### src/rtl/fifo_fwft_prog_flags.sv
// First-word-fall-through FIFO with registered head word, programmable full/empty
// flags with hysteresis, and single-cycle overflow/underflow pulses.
module fifo_fwft_prog_flags #(
    parameter int C_DATA_WIDTH  = 128,
    parameter int C_FIFO_DEPTH  = 16,
    parameter int C_COUNT_WIDTH = 18
) (
    input  logic                     clk,
    input  logic                     rst,
    input  logic                     flush,
    input  logic                     wren,
    input  logic [C_DATA_WIDTH-1:0]  datain,
    input  logic                     rden,
    output logic [C_DATA_WIDTH-1:0]  dataout,
    output logic                     empty,
    output logic                     full,
    input  logic [C_COUNT_WIDTH-1:0] pf_assert,
    input  logic [C_COUNT_WIDTH-1:0] pf_negate,
    input  logic [C_COUNT_WIDTH-1:0] pe_thresh,
    output logic                     prog_full,
    output logic                     prog_empty,
    output logic                     overflow,
    output logic                     underflow,
    output logic [C_COUNT_WIDTH-1:0] count
);

    localparam int DEPTH = (C_FIFO_DEPTH < 2) ? 2 : C_FIFO_DEPTH;
    localparam int AW    = $clog2(DEPTH);
    localparam int CW    = $clog2(DEPTH + 1);
    localparam logic [AW-1:0] LAST_PTR  = AW'(DEPTH - 1);
    localparam logic [CW-1:0] DEPTH_CNT = CW'(DEPTH);

    logic [C_DATA_WIDTH-1:0]  mem_r [DEPTH];
    logic [C_DATA_WIDTH-1:0]  dataout_r;
    logic [AW-1:0]            wptr_r, rptr_r, wptr_nxt_s, rptr_nxt_s;
    logic [CW-1:0]            count_r, count_nxt_s, count_after_rd_s;
    logic [C_COUNT_WIDTH-1:0] count_ext_s;
    logic                     write_ok_s, read_ok_s, empty_nxt_s, prog_full_nxt_s;
    logic                     empty_r, full_r, prog_full_r, prog_empty_r;
    logic                     overflow_r, underflow_r;

    // Accept decisions, pointer advance, next occupancy and next flag values
    always_comb begin
        write_ok_s  = wren & ~full_r & ~flush;
        read_ok_s   = rden & ~empty_r & ~flush;
        wptr_nxt_s  = wptr_r;
        rptr_nxt_s  = rptr_r;
        if (write_ok_s) begin
            wptr_nxt_s = (wptr_r == LAST_PTR) ? {AW{1'b0}} : wptr_r + AW'(1);
        end else begin
            wptr_nxt_s = wptr_r;
        end
        if (read_ok_s) begin
            rptr_nxt_s = (rptr_r == LAST_PTR) ? {AW{1'b0}} : rptr_r + AW'(1);
        end else begin
            rptr_nxt_s = rptr_r;
        end
        count_after_rd_s = read_ok_s ? (count_r - CW'(1)) : count_r;
        count_nxt_s      = write_ok_s ? (count_after_rd_s + CW'(1)) : count_after_rd_s;
        // A head word landing in storage on this edge is not yet visible: hold empty one cycle
        empty_nxt_s = (count_nxt_s == {CW{1'b0}}) ||
                      (write_ok_s && (count_after_rd_s == {CW{1'b0}}));
        count_ext_s = C_COUNT_WIDTH'(count_nxt_s);
        if (count_ext_s >= pf_assert) begin
            prog_full_nxt_s = 1'b1;
        end else if (count_ext_s <= pf_negate) begin
            prog_full_nxt_s = 1'b0;
        end else begin
            prog_full_nxt_s = prog_full_r;
        end
    end

    // Storage array, intentionally not reset
    always_ff @(posedge clk) begin
        if (write_ok_s && !rst) begin
            mem_r[wptr_r] <= datain;
        end
    end

    // Head word register, refreshed every cycle from the next read position
    always_ff @(posedge clk) begin
        dataout_r <= mem_r[rptr_nxt_s];
    end

    // Pointers, occupancy and status flags
    always_ff @(posedge clk) begin
        if (rst || flush) begin
            wptr_r       <= {AW{1'b0}};
            rptr_r       <= {AW{1'b0}};
            count_r      <= {CW{1'b0}};
            empty_r      <= 1'b1;
            full_r       <= 1'b0;
            prog_full_r  <= 1'b0;
            prog_empty_r <= 1'b1;
            overflow_r   <= 1'b0;
            underflow_r  <= 1'b0;
        end else begin
            wptr_r       <= wptr_nxt_s;
            rptr_r       <= rptr_nxt_s;
            count_r      <= count_nxt_s;
            empty_r      <= empty_nxt_s;
            full_r       <= (count_nxt_s == DEPTH_CNT);
            prog_full_r  <= prog_full_nxt_s;
            prog_empty_r <= (count_ext_s <= pe_thresh);
            overflow_r   <= wren & full_r;
            underflow_r  <= rden & empty_r;
        end
    end

    assign dataout    = dataout_r;
    assign empty      = empty_r;
    assign full       = full_r;
    assign prog_full  = prog_full_r;
    assign prog_empty = prog_empty_r;
    assign overflow   = overflow_r;
    assign underflow  = underflow_r;
    assign count      = C_COUNT_WIDTH'(count_r);

endmodule
### config.mk
export PLATFORM = sky130hd
export DESIGN_NAME = fifo_fwft_prog_flags
export DESIGN_NICKNAME = d
export VERILOG_FILES = /design/src/rtl/fifo_fwft_prog_flags.sv
export SDC_FILE = /design/constraint.sdc
export NUM_CORES = 2
export LEC_CHECK = 0
export BUFFER_PORTS_ARGS = -buffer_cell sky130_fd_sc_hd__buf_2
export CELL_PAD_IN_SITES_DETAIL_PLACEMENT = 1
export CELL_PAD_IN_SITES_GLOBAL_PLACEMENT = 2
export CORE_MARGIN = 2
export CORE_UTILIZATION = 40
export CTS_BUF_LIST = sky130_fd_sc_hd__clkbuf_2
export DETAILED_ROUTE_END_ITERATION = 10
export GPL_TIMING_DRIVEN = 1
export MAX_ROUTING_LAYER = met4
export PLACE_DENSITY = 0.78
export SETUP_SLACK_MARGIN = 0.02
export SLEW_MARGIN = 20
export SYNTH_ARGS = -nofsm -noshare
export SYNTH_HDL_FRONTEND = slang
export SYNTH_SLANG_ARGS = --single-unit
### constraint.sdc
create_clock -name clk -period 14.75 [get_ports clk]
set_input_delay 1.475 -clock clk [delete_from_list [all_inputs] [get_ports clk]]
set_output_delay 1.475 -clock clk [all_outputs]
set_load 0.005 [all_outputs]
==> impl_metrics.py <==
metrics = {
    "status": {
        "outcome": "completed",
    },
    "critical_path": {
        "critical_path_class": "flip-flop to flip-flop",
        "critical_path.endpoint_type": "flip-flop",
        "required_ps": 16380,
        "worstPathMaxFanout": 133,
        "crit_path_start_kind": "flip-flop",
        "critPathArrivalTime_ps": 7610,
    },
    "cts": {
        "tritoncts": "done",
        "clkTransAtPathRegs_ps": 100,
        "cts_resized": 0,
        "cts_inserted_buffers": 587,
        "htree_levels": 6,
        "clk_latency_ps": 1900,
        "bufs_on_longest_clock_path": 4,
        "clk_root_buffer_cell": "sky130_fd_sc_hd__clkbuf_2",
        "cts.sinks": 2195,
    },
    "global_route": {
        "grt_max_degree": 198,
        "number_of_global_route_vias_before_repair": 61800,
        "globalRoute.totalOverflow": 0,
        "antenna_violations_before_repair": 37,
        "grt_use_total_pct": 24.8,
        "grt_pass1_wl_um": 404000,
    },
    "timing": {
        "slew-limit-headroom_pct": 14.4,
        "worstMarginPinSlew_ps": 1280,
        "clock.fmax_mhz": 167,
        "finalMaxSlewViolations": 0,
        "setup_violations": 0,
        "post-route-min-period_ps": 5980,
        "skew_ps": 155,
        "grt_setup_unrepaired": "no",
        "tns_ps": 0,
        "post-route-worst-setup-slack_ps": 8770,
        "timing.final.hold_violations": 0,
        "final.period_utilization_pct": 40.5,
    },
    "pwr": {
        "combinationalPowerShare_pct": 2.9,
        "p_int_mw": 8.73,
        "ir_drop_uv": 92.0,
        "total_switching_power_mw": 2.77,
        "switching_share_of_total_power_pct": 24.1,
        "seq_power_share_pct": 59.5,
        "leakagePower_nw": 32.8,
        "ratio_of_total_power_to_cell_area_nw_per_um2": 116,
        "power.clock.fraction_pct": 37.6,
    },
    "yosys": {
        "yosys.area_share.adder_pct": 0.328,
        "syn_inst": 5931,
        "mappedNetlistArea_um2": 87800,
        "yosys.area_share.simple_pct": 7.12,
        "yosysTopAreaCell": "sky130_fd_sc_hd__edfxtp_1",
        "synth_top_cell_area_share_pct": 70.0,
        "yosysWarnings": 0,
        "synth-compound-area-share_pct": 10.9,
        "ys_seq_elements": 2195,
        "synthXorXnorAreaFrac_pct": 0.0998,
        "dominantRegCellSynth": "sky130_fd_sc_hd__edfxtp_1",
        "synth.top_cells.by_area": "sky130_fd_sc_hd__edfxtp_1 70%, sky130_fd_sc_hd__o211ai_1 3.4%, sky130_fd_sc_hd__dfxtp_1 3.4%",
        "synth_enable_flop_cells": 2048,
        "synth.yosys.seq_area_share_pct": 73.4,
        "post_synth_mux_area_share_pct": 5.48,
        "syn_area_per_cell_um2": 14.8,
        "async_reset_ff_share_pct": 0,
        "largest_family_of_logic_cells_by_synthesized_area": "compound AO/OA/AOI/OAI gates",
        "post_synth_num_cell_types": 69,
    },
    "placement": {
        "routability_congestion_estimate_from_global_placement": 0.761,
        "port-buffer-count": 325,
        "dpl.hpwl_um": 138000,
        "preCtsSetupSlack_ps": 8190,
    },
    "floorplan": {
        "rows": 171,
        "die-width_um": 473,
        "floorplan.die_area_um2": 223000,
        "top_level_i_o_count": 339,
        "placeableCoreArea_um2": 218000,
        "chipHeight_um": 473,
        "initial_standard_cell_utilization_of_the_core_pct": 40.3,
    },
    "min_path": {
        "hp-class": "primary input to flip-flop",
    },
    "cells_and_area": {
        "final_nets": 6826,
        "area_growth_syn_to_layout_pct": 12.7,
        "drive_gt1_share_pct": 23.5,
    },
    "route": {
        "wl_per_cell_um": 27.4,
        "ant_nets": 0,
        "remaining_drc_errors": 0,
        "via_count": 57700,
        "detailedRoute.firstIterationViolations": 4697,
        "detail_route.wirelength_um": 273000,
        "drt_via_density": 5.81,
        "detailedRoute.firstPassIterationCount": 6,
    },
    "flow_run": {
        "max_cap_viol_count": 0,
    },
}
==> worst max-delay path, stage by stage (launching register included) <==
cell                      delay, ps
sky130_fd_sc_hd__dfxtp_1        420
sky130_fd_sc_hd__ha_1           370
sky130_fd_sc_hd__nand3_4        130
sky130_fd_sc_hd__buf_4          830
sky130_fd_sc_hd__nand2_8        520
sky130_fd_sc_hd__o21ai_4        310
sky130_fd_sc_hd__buf_12         710
sky130_fd_sc_hd__buf_4          910
sky130_fd_sc_hd__buf_4          740
sky130_fd_sc_hd__mux2_2         410
sky130_fd_sc_hd__o21ai_0        190
sky130_fd_sc_hd__nand4_1        120
==> cell usage in the layout (no fill, tap or decap), drive strengths merged, types with 13 or more instances in the layout <==
cell	count
inv	46
clkbuf	928
nand3	432
a32o	44
clkinv	77
a211oi	135
dlygate4sd3	142
a32oi	24
o211a	32
o311a	23
o22ai	24
a221oi	18
ha	23
o32ai	13
nand4	30
mux2i	218
buf	437
a21oi	271
o21ai	143
dfxtp	147
mux2	161
conb	13
a2111oi	23
nor2	96
a31oi	87
o22a	32
o211ai	396
edfxtp	2048
diode	39
nand2	724
mux4	36
nor4	45
a221o	24
a211o	19
nor3	33
==> registers in the layout (all words and copies together) (netlist names) <==
name	flops
mem_r	2048
dataout	128
count_r	5
rptr_r	4
wptr_r	4
empty	1
full	1
overflow	1
prog_empty	1
prog_full	1
underflow	1
==> routing by layer <==
layer,global-route usage (%),share of wire [%]
met1,31.2,42
met2,40.9,50
met3,4.26,5.9
met4,8.17,2.4
met5,-,0
==> power by group through the flow <==
stage                     registers, mW  clock network [mW]  logic (mW)
after global routing               6.84                4.77       0.369
after global placement             6.98                   0       0.290
after detailed placement           6.98                   0       0.305
after CTS                          6.84                4.44       0.341
final                              6.84                4.32       0.339
after floorplan                    6.98                   0       0.137
==> final timing paths <==
| check | from | end | slack (ps) | cells past startpoint |
|---|---|---|---|---|
| hold reg to reg | mem_r[6][125] | dataout[125] | 540 | 4 |
| setup / recovery | rptr_r[1] | dataout[88] | 8770 | 11 |
| hold / removal | flush | underflow | 290 | 3 |
| setup reg to reg | rptr_r[1] | dataout[88] | 8770 | 11 |
==> metrics by stage <==
stage	area (um2)	total power [mW]	instances	hold slack [ps]	utilization, %
finish	98900	11.5	9944	295	45.5
global route	98900	12.0	9940	88.6	45.5
CTS	98800	11.6	9905	28.0	45.4
detailed placement	92100	7.29	8739	553	42.3
global placement	92100	7.27	8737	543	42.3
floorplan	87800	7.11	5943	503	-
==> cell usage after synthesis, types with 14 or more instances <==
library cell and number:
sky130_fd_sc_hd__a2111oi_0 23, sky130_fd_sc_hd__a211o_1 19, sky130_fd_sc_hd__a211oi_1 135, sky130_fd_sc_hd__a21oi_1 253, sky130_fd_sc_hd__a21oi_2 18, sky130_fd_sc_hd__a221o_1 24, sky130_fd_sc_hd__a221oi_1 18, sky130_fd_sc_hd__a31oi_1 87
sky130_fd_sc_hd__a32o_1 44, sky130_fd_sc_hd__a32oi_1 24, sky130_fd_sc_hd__buf_1 49, sky130_fd_sc_hd__buf_2 90, sky130_fd_sc_hd__buf_4 37, sky130_fd_sc_hd__buf_6 14, sky130_fd_sc_hd__clkbuf_1 303, sky130_fd_sc_hd__dfxtp_1 147
sky130_fd_sc_hd__edfxtp_1 2048, sky130_fd_sc_hd__ha_1 23, sky130_fd_sc_hd__inv_1 36, sky130_fd_sc_hd__mux2_2 161, sky130_fd_sc_hd__mux2i_1 217, sky130_fd_sc_hd__mux4_2 36, sky130_fd_sc_hd__nand2_1 723, sky130_fd_sc_hd__nand3_1 432
sky130_fd_sc_hd__nand4_1 30, sky130_fd_sc_hd__nor2_1 95, sky130_fd_sc_hd__nor3_1 33, sky130_fd_sc_hd__nor4_1 45, sky130_fd_sc_hd__o211a_1 32, sky130_fd_sc_hd__o211ai_1 396, sky130_fd_sc_hd__o21ai_0 137, sky130_fd_sc_hd__o22a_1 32
sky130_fd_sc_hd__o22ai_1 24, sky130_fd_sc_hd__o311a_1 23
==> layout make-up <==
cell class,count,area [um2]
Antenna cell,39,97.6
Clock buffer,928,4640
Clock inverter,96,616
Fill cell,22100,119000
Inverter,37,144
Multi-Input combinational cell,3216,21300
Sequential cell,2195,64400
Tap cell,2854,3570
Timing Repair Buffer,579,4090
==> kinds of logic after synthesis <==
| family | count (synthesis) |
|---|---|
| buffers and inverters | 532 |
| and+or+nand+nor | 1405 |
| other | 1 |
| muxes | 415 |
| xor gates and xnor gates | 10 |
| DFF | 2195 |
| AOI/OAI and AO/OA | 1350 |
| adders and majority gates | 23 |
==> what timing repair did <==
| item | in CTS | in global routing |
|---|---|---|
| endpoints found under the setup margin | 0 | 0 |
| hold endpoints to repair | 2055 | 0 |
| setup buffers | 0 | 0 |
| hold buffers | 142 | 0 |
Note: power is estimated with default switching activity, not from simulation.
